### src/rtl/md5_pkg.sv
// Shared definitions for the md5 command/response path: sequencer states,
// response modes, protocol constants and a constant-evaluable clog2.
package md5_pkg;

  typedef enum logic [2:0] {
    ST_IDLE    = 3'd0,
    ST_ISSUE   = 3'd1,
    ST_HOLD    = 3'd2,
    ST_WAIT_TX = 3'd3,
    ST_DONE    = 3'd4
  } seq_state_t;

  typedef enum logic {
    MODE_TEST  = 1'b0,
    MODE_MATCH = 1'b1
  } seq_mode_t;

  localparam logic [7:0] MATCH_HDR_DEFAULT = 8'hAA;
  localparam logic [7:0] CMD_TEST          = 8'h04;

  function automatic int clog2(input int value);
    int r;
    r = 0;
    for (int i = 0; i < 32; i++) begin
      if ((64'd1 << r) < 64'(value)) r = r + 1;
    end
    return r;
  endfunction

endpackage

### src/rtl/resp_byte_mux.sv
// Combinational payload byte selector; index 0 is the least significant byte.
// Out-of-range indices return zero.
module resp_byte_mux #(
  parameter int NBYTES = 4,
  parameter int IW     = 3
) (
  input  logic [NBYTES*8-1:0] i_data,
  input  logic [IW-1:0]       i_index,
  output logic [7:0]          o_byte
);

  always_comb begin
    o_byte = 8'h00;
    for (int i = 0; i < NBYTES; i++) begin
      if (i_index == IW'(i)) o_byte = i_data[i*8 +: 8];
    end
  end

endmodule

### src/rtl/resp_tx_sequencer.sv
// Response byte sequencer: streams the test countdown or a header+payload
// match response through the transmitter's start/busy handshake.
//
// state    | meaning
// IDLE     | waiting for test_req / match_req
// ISSUE    | waiting for transmitter idle, then strobe current byte
// HOLD     | strobe cycle; busy ignored while the transmitter reacts
// WAIT_TX  | waiting for the byte to finish, then advance count
// DONE     | done pulse, sequencer released
module resp_tx_sequencer
  import md5_pkg::*;
#(
  parameter int         TEST_LEN    = 10,
  parameter int         MATCH_BYTES = 4,
  parameter logic [7:0] MATCH_HDR   = MATCH_HDR_DEFAULT
) (
  input  logic                     clk,
  input  logic                     reset_n,
  input  logic                     test_req,
  input  logic                     match_req,
  input  logic [MATCH_BYTES*8-1:0] match_data,
  input  logic                     txd_busy,
  output logic                     txd_start,
  output logic [7:0]               txd_data,
  output logic                     seq_busy,
  output logic                     done,
  output logic                     req_dropped
);

  localparam int CNT_MAX = (TEST_LEN > MATCH_BYTES + 1) ? TEST_LEN : MATCH_BYTES + 1;
  localparam int CW      = clog2(CNT_MAX + 1);

  localparam logic [CW-1:0] TEST_CNT  = CW'(TEST_LEN);
  localparam logic [CW-1:0] MATCH_CNT = CW'(MATCH_BYTES + 1);

  seq_state_t               r_state;
  seq_mode_t                r_mode;
  logic [CW-1:0]            r_count;
  logic [MATCH_BYTES*8-1:0] r_payload;
  logic                     r_txd_start;
  logic [7:0]               r_txd_data;
  logic                     r_seq_busy;
  logic                     r_done;
  logic                     r_req_dropped;

  logic [CW-1:0] w_mux_idx;
  logic [7:0]    w_mux_byte;
  logic [7:0]    w_cur_byte;

  // Header sits at count MATCH_BYTES+1, so count-1 walks payload MSB-first.
  assign w_mux_idx = r_count - CW'(1);

  resp_byte_mux #(
    .NBYTES (MATCH_BYTES),
    .IW     (CW)
  ) u_byte_mux (
    .i_data  (r_payload),
    .i_index (w_mux_idx),
    .o_byte  (w_mux_byte)
  );

  always_comb begin
    w_cur_byte = 8'h00;
    if (r_mode == MODE_TEST)       w_cur_byte = 8'(r_count);
    else if (r_count == MATCH_CNT) w_cur_byte = MATCH_HDR;
    else                           w_cur_byte = w_mux_byte;
  end

  always_ff @(posedge clk) begin
    if (!reset_n) begin
      r_state       <= ST_IDLE;
      r_mode        <= MODE_TEST;
      r_count       <= '0;
      r_payload     <= '0;
      r_txd_start   <= 1'b0;
      r_txd_data    <= 8'h00;
      r_seq_busy    <= 1'b0;
      r_done        <= 1'b0;
      r_req_dropped <= 1'b0;
    end else begin
      r_txd_start   <= 1'b0;
      r_done        <= 1'b0;
      r_req_dropped <= 1'b0;

      if (r_state != ST_IDLE && (test_req || match_req)) r_req_dropped <= 1'b1;

      case (r_state)
        ST_IDLE: begin
          if (match_req) begin
            r_payload     <= match_data;
            r_mode        <= MODE_MATCH;
            r_count       <= MATCH_CNT;
            r_seq_busy    <= 1'b1;
            r_req_dropped <= test_req;
            r_state       <= ST_ISSUE;
          end else if (test_req) begin
            r_mode     <= MODE_TEST;
            r_count    <= TEST_CNT;
            r_seq_busy <= 1'b1;
            r_state    <= ST_ISSUE;
          end
        end
        ST_ISSUE: begin
          if (!txd_busy) begin
            r_txd_start <= 1'b1;
            r_txd_data  <= w_cur_byte;
            r_state     <= ST_HOLD;
          end
        end
        ST_HOLD: begin
          r_state <= ST_WAIT_TX;
        end
        ST_WAIT_TX: begin
          if (!txd_busy) begin
            r_count <= r_count - CW'(1);
            if (r_count == CW'(1)) begin
              r_done     <= 1'b1;
              r_seq_busy <= 1'b0;
              r_state    <= ST_DONE;
            end else begin
              r_state <= ST_ISSUE;
            end
          end
        end
        ST_DONE: begin
          r_state <= ST_IDLE;
        end
        default: begin
          r_state <= ST_IDLE;
        end
      endcase
    end
  end

  assign txd_start   = r_txd_start;
  assign txd_data    = r_txd_data;
  assign seq_busy    = r_seq_busy;
  assign done        = r_done;
  assign req_dropped = r_req_dropped;

endmodule

### config.mk
export PLATFORM = sky130hd
export DESIGN_NAME = resp_tx_sequencer
export DESIGN_NICKNAME = d
export VERILOG_FILES = /design/src/rtl/md5_pkg.sv /design/src/rtl/resp_byte_mux.sv /design/src/rtl/resp_tx_sequencer.sv
export SDC_FILE = /design/constraint.sdc
export NUM_CORES = 1
export LEC_CHECK = 0
export ABC_AREA = 1
export BUFFER_PORTS_ARGS = -buffer_cell sky130_fd_sc_hd__buf_2
export CAP_MARGIN = 20
export CORE_ASPECT_RATIO = 0.7
export CORE_MARGIN = 2
export CORE_UTILIZATION = 49
export CTS_CLUSTER_SIZE = 10
export DETAILED_ROUTE_END_ITERATION = 8
export HOLD_SLACK_MARGIN = 0.06
export PLACE_DENSITY = 0.8
export SYNTH_ARGS = -nofsm -noshare
export SYNTH_HDL_FRONTEND = slang
export SYNTH_SLANG_ARGS = --single-unit
### constraint.sdc
create_clock -name clk -period 1.84 [get_ports clk]
set_clock_uncertainty 0.1 [all_clocks]
set_input_delay 0.276 -clock clk [delete_from_list [all_inputs] [get_ports clk]]
set_output_delay 0.276 -clock clk [all_outputs]
set_load 0.05 [all_outputs]
Word level (Yosys, flattened, before mapping)

Cells that the tools add are included.

$add $sub $neg: 1
$mul: 0
Div/mod/pow operators: 0
Order comparisons: 0
Equality and inequality tests: 12
Shifts and indexed selects: 0
Mux-type cells: 28
Bitwise operators: 3
Reductions and logical operators: 15

Operators with widths:

| cell                                                                  | count |
|---|---|
| 8-bit two-way mux                                                     | 6 |
| 3-bit two-way mux                                                     | 5 |
| 4-bit two-way mux                                                     | 3 |
| 3-bit case mux with 4 select lines                                    | 1 |
| 1-bit two-way mux                                                     | 11 |
| 4-bit by 1-bit equality test with 1-bit output, second input constant | 2 |
| 4-bit by 2-bit equality test with 1-bit output, second input constant | 2 |
| 4-bit case mux with 2 select lines                                    | 1 |
| 2-bit AND reduction                                                   | 4 |
| 3-bit by 2-bit equality test with 1-bit output, second input constant | 2 |
| 2-bit inequality test, second input constant                          | 3 |
| 3-bit AND reduction                                                   | 2 |
| 4-bit by 3-bit equality test with 1-bit output, second input constant | 1 |
| 4-bit logical NOT                                                     | 1 |
| 4-bit AND reduction                                                   | 1 |
| 2-bit nonzero test                                                    | 2 |
| 4-bit by 1-bit subtractor with 4-bit output, second input constant    | 1 |
| 3-bit by 1-bit equality test with 1-bit output, second input constant | 1 |
| 3-bit logical NOT                                                     | 1 |
| 3-bit inequality test, second input constant                          | 1 |
| 1-bit inverter                                                        | 3 |
| 3-bit nonzero test                                                    | 1 |
| 3-bit OR reduction                                                    | 1 |
| 1-bit case mux with 2 select lines                                    | 1 |
| 2 further kinds                                                       | 2 |

Flip-flop bits (word level): 52
Latch bits: 0
RAM bits: 0
ROM bits: 0
Input bits: 37
Output and inout port bits: 12
Word-level logic and storage cells: 68
Memories kept: 0

Longest topological paths before layout

Gate-level depths: netlist (run 1).

Depth after elaboration: 8
Gate-level depth with buffers: 13

Cells and area by module

From an unflattened synthesis (run 1), not the netlist that was laid out.

Cells, all modules: 325
Area total of the unflattened synthesis: 2,433.6 µm²

Modules (own cells, without submodules):

| module            | instances | cells an instance | area an instance (µm²) |
|---|---|---|---|
| resp_tx_sequencer | 1         | 274               | 2,153.3 |
| resp_byte_mux     | 1         | 51                | 280.3 |

Worst setup path before layout (run 1)

Ideal clock, no wire load.

Path type: register to register
From: reg r_count[0]
To: reg r_txd_data[4], in the netlist txd_data[4]
Setup time: 70 ps
Data arrival time: 1,615 ps
Setup slack: 55 ps
Stages on the path, launching flop included: 12
Buffers on the path: 2
Clock period less this slack: 1,785 ps
Path through: dfxtp_1 inv_1 ha_1 xnor2_1 buf_6 nand3_4 buf_6 o21ai_2 inv_1 nand2_1 nand2_1 a21oi_1

Word-level cells in the longest chain between the ends: 8

Ends and longest elaborated chain:

| item                                        | RTL line                 | source |
|---|---|---|
| from (decl)                                 | resp_tx_sequencer.sv:38  | `logic [CW-1:0] r_count;` |
| from (signal assigned)                      | resp_tx_sequencer.sv:115 | `r_count <= r_count - CW'(1);` |
| 4-bit by 1-bit subtractor with 4-bit output | resp_tx_sequencer.sv:51  | `assign w_mux_idx = r_count - CW'(1);` |
| 4-bit logical NOT                           | resp_byte_mux.sv:15      | `if (i_index == IW'(i)) o_byte = i_data[i*8 +: 8];` |
| 8-bit two-way mux (4 in a row)              | resp_byte_mux.sv:15      |  |
| 8-bit two-way mux *                         | resp_tx_sequencer.sv:65  | `else if (r_count == MATCH_CNT) w_cur_byte = MATCH_HDR;` |
| 8-bit two-way mux *                         | resp_tx_sequencer.sv:64  | `if (r_mode == MODE_TEST) w_cur_byte = 8'(r_count);` |
| to (signal assigned)                        | resp_tx_sequencer.sv:106 | `r_txd_data <= w_cur_byte;` |
| to (decl)                                   | resp_tx_sequencer.sv:41  | `logic [7:0] r_txd_data;` |

Mark *: on every way between the ends. The rest lies on a longest branch, timed or not.
A chain may end at the register's enable or synchronous reset.

Final worst setup path (run 1)

From: reg r_count[1]
To: reg r_txd_data[3], in the netlist txd_data[3]

Same word-level chain as after synthesis.

==> load_flow_metrics.sql, run 1 <==
INSERT INTO impl_metrics (metric_group, metric, value, unit) VALUES
('timing', 'layout_setup_ws', '51.89', 'ps'),
('setup_path', 'critPathMaxStageDelay', '360', 'ps'),
('logic_synthesis', 'synth_top_area_cell', 'sky130_fd_sc_hd__dfxtp_1', ''),
('timing', 'tightest_slew', '520.7', 'ps'),
('routing', 'route.final.wire_length', '7003', 'um'),
('setup_path', 'path_buf_inv', '4', ''),
('cells_and_area', 'finalNonFillerCells', '497', ''),
('power_and_ir_drop', 'power_report.internal_total', '0.001942', 'W'),
('clock_tree', 'clk_transition_reported_paths', '100', 'ps'),
('logic_synthesis', 'synth-simple-area-share', '0.2408', ''),
('setup_path', 'end_kind', 'flop', ''),
('clock_tree', 'cts.path.max_buffers', '2', ''),
('cells_and_area', 'syn_to_layout_area_delta', '23.40', '%'),
('setup_path', 'cp_cell_sequence', 'inv_2, buf_4, ha_2, nand3_1, inv_1, nor2_2, o21ai_1, inv_1, nand2_1, nand2_1, a21oi_2', ''),
('logic_synthesis', 'yosys.area_share.adder', '0.02443', ''),
('placed_design', 'pre_cts_ws', '-53.74', 'ps'),
('job', 'max_cap_violations', '0', ''),
('cells_and_area', 'fin_nets', '469', ''),
('die', 'initial_utilization', '0.5213', ''),
('clock_tree', 'clk_root_buffer_cell', 'sky130_fd_sc_hd__clkbuf_8', ''),
('power_and_ir_drop', 'power.static_leakage', '1.422', 'nW'),
('worst_hold_path', 'hold_path_class', 'in2reg', ''),
('timing', 'final-hold-violation-count', '0', ''),
('power_and_ir_drop', 'switching_share', '0.3693', ''),
('routing', 'route.detailed.wl_per_inst', '14.09', 'um'),
('setup_path', 'crit_path_required_time', '1930', 'ps'),
('placed_design', 'dpl.hpwl', '4706', 'um'),
('logic_synthesis', 'synth.mux.area_fraction', '0', ''),
('power_and_ir_drop', 'cellPowerDensity', '974.2', 'nW/um^2'),
('logic_synthesis', 'synth.yosys.seq_area_share', '0.4064', ''),
('logic_synthesis', 'synth_top_family_by_area', 'simple AND/OR/NAND/NOR gates', ''),
('placed_design', 'placed_cells', '479', ''),
('logic_synthesis', 'syn_inst', '366', ''),
('placed_design', 'portBuffers', '48', ''),
('clock_tree', 'htreeDepth', '2', ''),
('run_status', 'outcome', 'finished clean', ''),
('power_and_ir_drop', 'power.share.clock', '0.218', ''),
('cells_and_area', 'layout_commonest_cell', 'sky130_fd_sc_hd__nand2_1', ''),
('routing', 'final_antenna_net_count', '0', ''),
('cells_and_area', 'layout.cells.most_common_list', '69 x sky130_fd_sc_hd__nand2_1, 52 x sky130_fd_sc_hd__inv_1, 50 x sky130_fd_sc_hd__a21oi_1, 50 x sky130_fd_sc_hd__dfxtp_1, 49 x sky130_fd_sc_hd__buf_2', ''),
('die', 'floorplan.die_area', '5831', 'um^2'),
('timing', 'layout_min_cycle_time', '1788', 'ps'),
('die', 'std_cell_rows', '21', ''),
('die', 'die_width', '90.41', 'um'),
('clock_tree', 'tritoncts', 'done', ''),
('logic_synthesis', 'avgSynthCellArea', '6.998', 'um^2'),
('clock_tree', 'cts_made_buffers', '5', ''),
('power_and_ir_drop', 'switching_power', '0.001137', 'W'),
('logic_synthesis', 'synth-compound-area-share', '0.1969', ''),
('logic_synthesis', 'yosys_warnings', '0', ''),
('timing', 'rsz0062_at_grt', 'yes', ''),
('placed_design', 'gp_routability_congestion', '0.8704', ''),
('global_routing', 'first_global_vias', '2356', ''),
('global_routing', 'antenna_found_initial', '0', ''),
('global_routing', 'overflow', '0', ''),
('logic_synthesis', 'post_synthesis_xor_xnor_area_fraction', '0.003420', ''),
('routing', 'viasPerCell', '5.292', ''),
('routing', 'route.vias.total', '2630', ''),
('power_and_ir_drop', 'ir_worst_vdd', '0.6005', 'mV'),
('power_and_ir_drop', 'power.share.combinational', '0.363', ''),
('cells_and_area', 'diodes', '0', ''),
('cells_and_area', 'drive_gt1_frac', '0.2547', ''),
('routing', 'drc', '0', ''),
('routing', 'dr.first_iter.drc_count', '225', ''),
('clock_tree', 'clock_sink_count', '52', ''),
('die', 'io-pin-count', '49', ''),
('routing', 'first_pass_iters', '5', ''),
('logic_synthesis', 'synth_top_area_cells', 'sky130_fd_sc_hd__dfxtp_1 41%, sky130_fd_sc_hd__a21oi_1 10%, sky130_fd_sc_hd__nand2_1 10%', ''),
('setup_path', 'worst-r2r-setup-slack', '50', 'ps'),
('setup_path', 'worstPathMaxFanout', '4', ''),
('clock_tree', 'clock_latency', '320', 'ps');
==> path summary, 6_finish.rpt <==
| check | startpoint | to | cells after the start |
|---|---|---|---|
| max | r_count[1]$_SDFFE_PN0P_ | txd_data[3]$_SDFFE_PN0P_ | 11 |
| min | match_data[28] | r_payload[28]$_SDFFE_PN0P_ | 3 |
| max reg2reg | r_count[1]$_SDFFE_PN0P_ | txd_data[3]$_SDFFE_PN0P_ | 11 |
| min reg2reg | r_payload[4]$_SDFFE_PN0P_ | r_payload[4]$_SDFFE_PN0P_ | 2 |
==> repair_timing <==
item                       in CTS  in global routing
gates cloned                    0                  3
resized for setup               3                 23
setup endpoints to repair       8                 10
pin swaps                       1                  6
hold buffers                    0                  0
setup buffers                   1                  6
==> area by class of cell <==
type,count,area (um^2)
fillers,473,1753
multi-input cells,240,1290
flip-flops and latches,52,1044
repair buffers,73,445.4
inverters,55,206.4
well taps,69,86.33
clock buffers,6,72.57
clock inverters,2,16.27
==> metrics by stage <==
stage	utilization	instance area, um^2	hold WS [ps]	power [W]	TNS, ps
2_1_floorplan	-	2561	255.1	0.001942	0
3_3_place_gp	0.5915	2907	344.9	0.002141	0
3_5_place_dp	0.5915	2907	348.5	0.002170	-188.6
4_1_cts	0.6150	3022	93.34	0.002866	0
5_1_grt	0.6432	3161	116.5	0.003245	-137.1
6_report	0.6432	3161	112.9	0.003079	0
==> synth_stat cells, drive strengths merged <==
| library cell | n |
|---|---|
| dfxtp | 52 |
| nand3b | 1 |
| a32oi | 1 |
| nand2 | 71 |
| nand4 | 16 |
| nor2 | 25 |
| inv | 55 |
| nor3 | 2 |
| o21ai | 38 |
| a21oi | 54 |
| or2 | 1 |
| a221oi | 2 |
| clkbuf | 7 |
| ha | 5 |
| xnor2 | 1 |
| buf | 14 |
| nand3 | 21 |
==> registers in the layout, summed over array words and instances (netlist names) <==
register,cells
r_mode,1
done,1
r_count,4
txd_data,8
txd_start,1
seq_busy,1
r_state,3
r_payload,32
req_dropped,1
==> worst min-delay path, cell delays in order <==
cell and delay, ps:
sky130_fd_sc_hd__buf_2 100, sky130_fd_sc_hd__nand3_1 70, sky130_fd_sc_hd__a21oi_1 60
==> layer usage <==
layer	global-route usage	vias up	part of all wire
met5	0	-	0
met4	0.07692	0	0.013
met3	0.06279	10	0.094
met2	0.3524	124	0.42
met1	0.3479	1178	0.47
li1	-	1318	-
==> power by group through the flow <==
stage / clock network, W / registers [W] / logic (W)
3_3_place_gp: 0 / 0.00131 / 0.000836
5_1_grt: 0.000724 / 0.00130 / 0.00122
6_report: 0.000671 / 0.00129 / 0.00112
2_1_floorplan: 0 / 0.00135 / 0.000591
3_5_place_dp: 0 / 0.00131 / 0.000864
4_1_cts: 0.000677 / 0.00128 / 0.000908
==> logic make-up after synthesis <==
family                     Yosys count
xor gates and xnor gates             1
buffers and inverters               76
and+or+nand+nor                    137
AOI/OAI and AO/OA                   95
DFF                                 52
adders and majority gates            5
Power figures use the tool's default switching activity.
==> run 2: changes to the inputs <==
--- a/config.mk
+++ b/config.mk
@@ -9,7 +9,7 @@
 export BUFFER_PORTS_ARGS = -buffer_cell sky130_fd_sc_hd__buf_2
 export CAP_MARGIN = 20
 export CORE_ASPECT_RATIO = 0.7
-export CORE_MARGIN = 2
+export CORE_MARGIN = 8
 export CORE_UTILIZATION = 49
 export CTS_CLUSTER_SIZE = 10
 export DETAILED_ROUTE_END_ITERATION = 8
==> load_flow_metrics.sql, run 2 (synthesis results as in run 1) <==
INSERT INTO impl_metrics (metric_group, metric, value, unit) VALUES
('die', 'io-pin-count', '49', ''),
('routing', 'drc', '0', ''),
('placed_design', 'dpl.hpwl', '4669', 'um'),
('setup_path', 'path_common_cell', 'sky130_fd_sc_hd__nand2_1', ''),
('routing', 'route.final.wire_length', '6624', 'um'),
('timing', 'layout_min_cycle_time', '1751', 'ps'),
('timing', 'maxSlewHeadroom', '0.6523', ''),
('routing', 'viasPerCell', '5.143', ''),
('cells_and_area', 'layout_commonest_cell', 'sky130_fd_sc_hd__nand2_1', ''),
('power_and_ir_drop', 'power.static_leakage', '1.384', 'nW'),
('die', 'std_cell_rows', '22', ''),
('timing', 'timing.fmax', '570.9', 'MHz'),
('timing', 'min_period_over_period', '0.9519', ''),
('placed_design', 'gp_routability_congestion', '0.8794', ''),
('clock_tree', 'clk_root_buffer_cell', 'sky130_fd_sc_hd__clkbuf_8', ''),
('setup_path', 'critical-path-slowest-cell', 'sky130_fd_sc_hd__dfxtp_2', ''),
('placed_design', 'portBuffers', '48', ''),
('cells_and_area', 'regMostFlops', 'r_payload', ''),
('routing', 'route.detailed.wl_per_inst', '13.49', 'um'),
('cells_and_area', 'drive_gt1_frac', '0.2363', ''),
('setup_path', 'crit_type', 'reg2reg', ''),
('die', 'coreArea', '5147', 'um^2'),
('global_routing', 'first_global_vias', '2316', ''),
('timing', 'final-setup-viol-count', '0', ''),
('cells_and_area', 'final-seq-area', '1045', 'um^2'),
('cells_and_area', 'flip_flop_count_of_the_largest_register_all_copies_and_words_added', '32', ''),
('cells_and_area', 'syn_to_layout_area_delta', '21.30', '%'),
('die', 'die_height', '76.49', 'um'),
('die', 'die_width', '102.4', 'um'),
('setup_path', 'rr_worst_depth', '11', ''),
('setup_path', 'capture_point_of_the_worst_reg_to_reg_path', 'txd_data[7]$_SDFFE_PN0P_', ''),
('global_routing', 'first_pass_grt_wire_length', '10580', 'um'),
('setup_path', 'crit_path_leading_delay_family', 'simple AND/OR/NAND/NOR gates', ''),
('timing', 'rsz0062_at_grt', 'yes', ''),
('power_and_ir_drop', 'cellPowerDensity', '968.8', 'nW/um^2'),
('clock_tree', 'cts_stage_hold_buffer_count', '0', ''),
('setup_path', 'path_buf_inv', '3', ''),
('cells_and_area', 'layout.cells.most_common_list', '69 x sky130_fd_sc_hd__nand2_1, 52 x sky130_fd_sc_hd__inv_1, 51 x sky130_fd_sc_hd__a21oi_1, 49 x sky130_fd_sc_hd__buf_2, 49 x sky130_fd_sc_hd__dfxtp_1', ''),
('routing', 'route.vias.total', '2525', ''),
('timing', 'tightest_slew', '520.8', 'ps'),
('job', 'max_cap_violations', '0', ''),
('cells_and_area', 'finish.utilization', '0.6035', ''),
('setup_path', 'worst-r2r-setup-slack', '90', 'ps'),
('setup_path', 'end_kind', 'flop', ''),
('global_routing', 'grt_start_max_net_pins', '54', ''),
('cells_and_area', 'fin_nets', '460', ''),
('timing', 'final-hold-violation-count', '0', ''),
('worst_hold_path', 'hold-path-cell-count', '2', ''),
('clock_tree', 'cts_made_buffers', '5', ''),
('worst_hold_path', 'worst_hold_path_endpoint', 'done$_SDFF_PP0_', ''),
('cells_and_area', 'final.fill_count', '494', ''),
('power_and_ir_drop', 'p_total', '0.003010', 'W'),
('setup_path', 'crit-reg2reg-launch', 'r_count[0]$_SDFFE_PN0P_', ''),
('clock_tree', 'htreeDepth', '2', ''),
('die', 'initial_utilization', '0.4976', ''),
('clock_tree', 'cts.path.max_buffers', '2', ''),
('power_and_ir_drop', 'ir_worst_vdd', '0.5625', 'mV'),
('timing', 'layout_setup_ws', '88.51', 'ps'),
('timing', 'drv_slew', '0', ''),
('timing', 'hold_ws', '89.86', 'ps'),
('global_routing', 'globalRouteTotalUtil', '0.1671', ''),
('setup_path', 'worstSetupStartpointType', 'flop', ''),
('setup_path', 'worst_setup_path_startpoint', 'r_count[0]$_SDFFE_PN0P_', ''),
('cells_and_area', 'diodes', '0', ''),
('worst_hold_path', 'min-delay-start', 'txd_busy', ''),
('routing', 'dr.first_iter.drc_count', '140', ''),
('setup_path', 'crit_path_required_time', '1920', 'ps'),
('cells_and_area', 'area_of_combinational_cells_with_multiple_inputs', '1275', 'um^2'),
('setup_path', 'critPathMaxStageDelay', '360', 'ps'),
('placed_design', 'pre_cts_ws', '-120.2', 'ps'),
('global_routing', 'antenna_found_initial', '0', ''),
('die', 'floorplan.die_area', '7833', 'um^2'),
('routing', 'first_pass_iters', '4', ''),
('run_status', 'outcome', 'finished clean', ''),
('clock_tree', 'clk_transition_reported_paths', '100', 'ps'),
('clock_tree', 'clock_sink_count', '52', ''),
('setup_path', 'worstPathMaxFanout', '8', ''),
('worst_hold_path', 'hold_path_class', 'in2reg', ''),
('clock_tree', 'tritoncts', 'done', ''),
('clock_tree', 'clock_latency', '320', 'ps'),
('routing', 'final_antenna_net_count', '0', ''),
('setup_path', 'critPathArrivalTime', '1840', 'ps'),
('setup_path', 'cp_cell_sequence', 'inv_4, ha_4, xnor2_4, buf_6, nand3_2, nand2_1, inv_1, nand2_1, nand2_1, nand2_1, a21oi_1', ''),
('global_routing', 'overflow', '0', '');
-- run 2: changes by cell type in the layout (fill, tap and decap cells not counted), sizes merged --
cell / change
clkinvlp: +1
buf: -9
clkinv: -1
-- run 2: routing by layer --
layer	global-route usage	wire length, um
met1	0.2337	3219
met3	0.05018	519
met5	0	0
met4	0.04964	95
met2	0.2369	2790
-- run 2: worst max-delay path by stage --
| stage | cells past startpoint | slack, ps | end |
|---|---|---|---|
| after floorplan | 11 | 50 | txd_data[4]$_SDFFE_PN0P_ |
| final | 11 | 90 | txd_data[7]$_SDFFE_PN0P_ |
| after CTS | 10 | 20 | txd_data[1]$_SDFFE_PN0P_ |
| after detailed placement | 10 | -120 | txd_data[1]$_SDFFE_PN0P_ |
| after global routing | 11 | -30 | txd_data[7]$_SDFFE_PN0P_ |
| after global placement | 10 | -50 | txd_data[7]$_SDFFE_PN0P_ |
-- run 2: through the flow --
stage / instances / TNS [ps] / instance area (um^2)
global placement: 477 / -159.1 / 2873
floorplan: 366 / 0 / 2561
CTS: 487 / 0 / 3009
finish: 491 / 0 / 3107
detailed placement: 477 / -741.5 / 2873
global route: 491 / -78.04 / 3107
-- run 2: power by group --
group	switching, W	leakage (nW)	internal (W)
Combinational	0.000626	0.913	0.000397
Clock	0.000388	0.0434	0.000305
Sequential	0.0000589	0.427	0.00123
Total	0.00107	1.38	0.00194
-- run 2: final cells by class --
class,instances,share of cell area
clock buffer,6,0.02658
clock inverter,2,0.004833
inverter,55,0.06726
multi-input combinational,240,0.4104
sequential,52,0.3363
tap,72,0.02900
timing repair buffer,64,0.1257
-- run 2: what timing repair did --
item                                    in CTS  in global routing
endpoints found under the setup margin       8                 10
gates cloned                                 0                  3
buffers inserted                             2                  1
hold endpoints to repair                     0                  0
resized for setup                            2                 23
pin swaps                                    0                  4
==> run 3: changes to the inputs <==
--- a/config.mk
+++ b/config.mk
@@ -8,9 +8,11 @@
 export ABC_AREA = 1
 export BUFFER_PORTS_ARGS = -buffer_cell sky130_fd_sc_hd__buf_2
 export CAP_MARGIN = 20
+export CELL_PAD_IN_SITES_DETAIL_PLACEMENT = 1
+export CELL_PAD_IN_SITES_GLOBAL_PLACEMENT = 1
 export CORE_ASPECT_RATIO = 0.7
 export CORE_MARGIN = 8
-export CORE_UTILIZATION = 49
+export CORE_UTILIZATION = 35
 export CTS_CLUSTER_SIZE = 10
 export DETAILED_ROUTE_END_ITERATION = 8
 export HOLD_SLACK_MARGIN = 0.06
==> load_flow_metrics.sql, run 3 (synthesis results as in run 1) <==
INSERT INTO impl_metrics (metric_group, metric, value, unit) VALUES
('timing', 'layout_setup_ws', '57.82', 'ps'),
('die', 'die_height', '87.57', 'um'),
('setup_path', 'crit_path_required_time', '1930', 'ps'),
('setup_path', 'worstPathMaxFanout', '6', ''),
('placed_design', 'placement_stage_cell_area', '2958', 'um^2'),
('timing', 'min_period_over_period', '0.9686', ''),
('placed_design', 'portBuffers', '48', ''),
('routing', 'final_antenna_net_count', '0', ''),
('cells_and_area', 'area_of_combinational_cells_with_multiple_inputs', '1329', 'um^2'),
('cells_and_area', 'layout_commonest_cell', 'sky130_fd_sc_hd__nand2_1', ''),
('global_routing', 'antenna_found_initial', '0', ''),
('run_status', 'outcome', 'finished clean', ''),
('timing', 'timing.fmax', '561.1', 'MHz'),
('worst_hold_path', 'hold_path_class', 'in2reg', ''),
('clock_tree', 'clock_sink_count', '52', ''),
('die', 'coreArea', '7189', 'um^2'),
('die', 'die_width', '118.2', 'um'),
('clock_tree', 'cts_made_buffers', '5', ''),
('global_routing', 'globalRouteTotalUtil', '0.1566', ''),
('timing', 'final-hold-violation-count', '0', ''),
('job', 'max_cap_violations', '0', ''),
('cells_and_area', 'layout.cells.most_common_list', '64 x sky130_fd_sc_hd__nand2_1, 53 x sky130_fd_sc_hd__inv_1, 50 x sky130_fd_sc_hd__a21oi_1, 49 x sky130_fd_sc_hd__buf_2, 49 x sky130_fd_sc_hd__dfxtp_1', ''),
('cells_and_area', 'regMostFlops', 'r_payload', ''),
('timing', 'final-setup-viol-count', '0', ''),
('routing', 'drc', '0', ''),
('power_and_ir_drop', 'ir_worst_vdd', '0.3894', 'mV'),
('routing', 'viasPerCell', '4.954', ''),
('clock_tree', 'cts_stage_hold_buffer_count', '0', ''),
('clock_tree', 'clock_latency', '320', 'ps'),
('clock_tree', 'tritoncts', 'done', ''),
('global_routing', 'first_global_vias', '2617', ''),
('setup_path', 'worstSetupStartpointType', 'flop', ''),
('global_routing', 'grt_start_max_net_pins', '54', ''),
('clock_tree', 'cts.path.max_buffers', '2', ''),
('global_routing', 'overflow', '0', ''),
('timing', 'maxSlewHeadroom', '0.6392', ''),
('routing', 'route.detailed.wl_per_inst', '15.72', 'um'),
('routing', 'first_pass_iters', '4', ''),
('timing', 'tightest_slew', '540.5', 'ps'),
('power_and_ir_drop', 'cellPowerDensity', '999.5', 'nW/um^2'),
('cells_and_area', 'syn_to_layout_area_delta', '27.55', '%'),
('setup_path', 'critPathArrivalTime', '1870', 'ps'),
('global_routing', 'first_pass_grt_wire_length', '13060', 'um'),
('routing', 'route.vias.total', '2606', ''),
('cells_and_area', 'final.fill_count', '933', ''),
('timing', 'layout_min_cycle_time', '1782', 'ps'),
('cells_and_area', 'fin_nets', '469', ''),
('routing', 'route.final.wire_length', '8271', 'um'),
('cells_and_area', 'drive_gt1_frac', '0.2664', ''),
('die', 'std_cell_rows', '26', ''),
('power_and_ir_drop', 'power.static_leakage', '1.443', 'nW'),
('cells_and_area', 'stdcell_area', '3267', 'um^2'),
('placed_design', 'placed_cells', '510', ''),
('cells_and_area', 'diodes', '0', ''),
('clock_tree', 'clk_root_buffer_cell', 'sky130_fd_sc_hd__clkbuf_8', ''),
('die', 'io-pin-count', '49', ''),
('cells_and_area', 'flip_flop_count_of_the_largest_register_all_copies_and_words_added', '32', ''),
('die', 'initial_utilization', '0.3562', ''),
('setup_path', 'end_kind', 'flop', ''),
('clock_tree', 'htreeDepth', '2', ''),
('placed_design', 'pre_cts_ws', '-107.0', 'ps'),
('clock_tree', 'clk_transition_reported_paths', '100', 'ps'),
('setup_path', 'crit_type', 'reg2reg', ''),
('cells_and_area', 'finish.utilization', '0.4544', ''),
('timing', 'drv_slew', '0', ''),
('routing', 'dr.first_iter.drc_count', '121', ''),
('cells_and_area', 'finalNonFillerCells', '526', ''),
('timing', 'rsz0062_at_grt', 'yes', ''),
('placed_design', 'gp_routability_congestion', '0.8670', ''),
('cells_and_area', 'final-seq-area', '1045', 'um^2'),
('die', 'floorplan.die_area', '10350', 'um^2'),
('placed_design', 'dpl.hpwl', '6006', 'um');
## run 3: metrics by stage
stage / TNS [ps] / total power, W / hold slack [ps]
global route: -250.3 / 0.003444 / 91.34
floorplan: 0 / 0.001942 / 255.1
global placement: -22.04 / 0.002164 / 346.8
finish: 0 / 0.003265 / 90.34
CTS: 0 / 0.003079 / 82.94
detailed placement: -549.2 / 0.002212 / 350.7
## run 3: per-layer routing
layer / global-route usage / part of all wire
met1: 0.2173 / 0.51
met2: 0.2370 / 0.43
met3: 0.03542 / 0.048
met4: 0.04745 / 0.013
met5: 0 / 0
## run 3: area by class of cell
cell class,count,share of cell area
multi-input cells,240,0.4067
inverters,55,0.06319
clock buffers,5,0.02106
clock inverters,3,0.01302
well taps,98,0.03753
flip-flops and latches,52,0.3198
repair buffers,73,0.1386
## run 3: worst max-delay path: stages (launching register included)
cell and delay, ps:
sky130_fd_sc_hd__dfxtp_2 340, sky130_fd_sc_hd__inv_1 70, sky130_fd_sc_hd__ha_4 180, sky130_fd_sc_hd__xnor2_4 170, sky130_fd_sc_hd__buf_6 160, sky130_fd_sc_hd__buf_4 140
sky130_fd_sc_hd__nand4_1 100, sky130_fd_sc_hd__nand2_1 110, sky130_fd_sc_hd__inv_1 50, sky130_fd_sc_hd__nand2_1 70, sky130_fd_sc_hd__nand2_1 50, sky130_fd_sc_hd__nand2_1 50
sky130_fd_sc_hd__a21oi_1 60
## run 3: what timing repair did
action,CTS,global route
buffers inserted,2,3
gates resized for setup,6,31
pin swaps,1,6
setup endpoints to repair,8,29
gates cloned,1,2
## run 3: report_power, final
group	switching [W]	internal [W]
registers	0.0000662	0.00123
logic	0.000708	0.000446
clock network	0.000408	0.000403
## run 3: path summary, 6_finish.rpt
| check | cells past startpoint | slack (ps) | from | end |
|---|---|---|---|---|
| hold / removal | 2 | 90 | txd_busy | r_state[2]$_SDFFE_PN0P_ |
| setup reg to reg | 12 | 60 | r_count[0]$_SDFFE_PN0P_ | txd_data[1]$_SDFFE_PN0P_ |
| setup / recovery | 12 | 60 | r_count[0]$_SDFFE_PN0P_ | txd_data[1]$_SDFFE_PN0P_ |
| hold reg to reg | 2 | 360 | r_payload[4]$_SDFFE_PN0P_ | r_payload[4]$_SDFFE_PN0P_ |
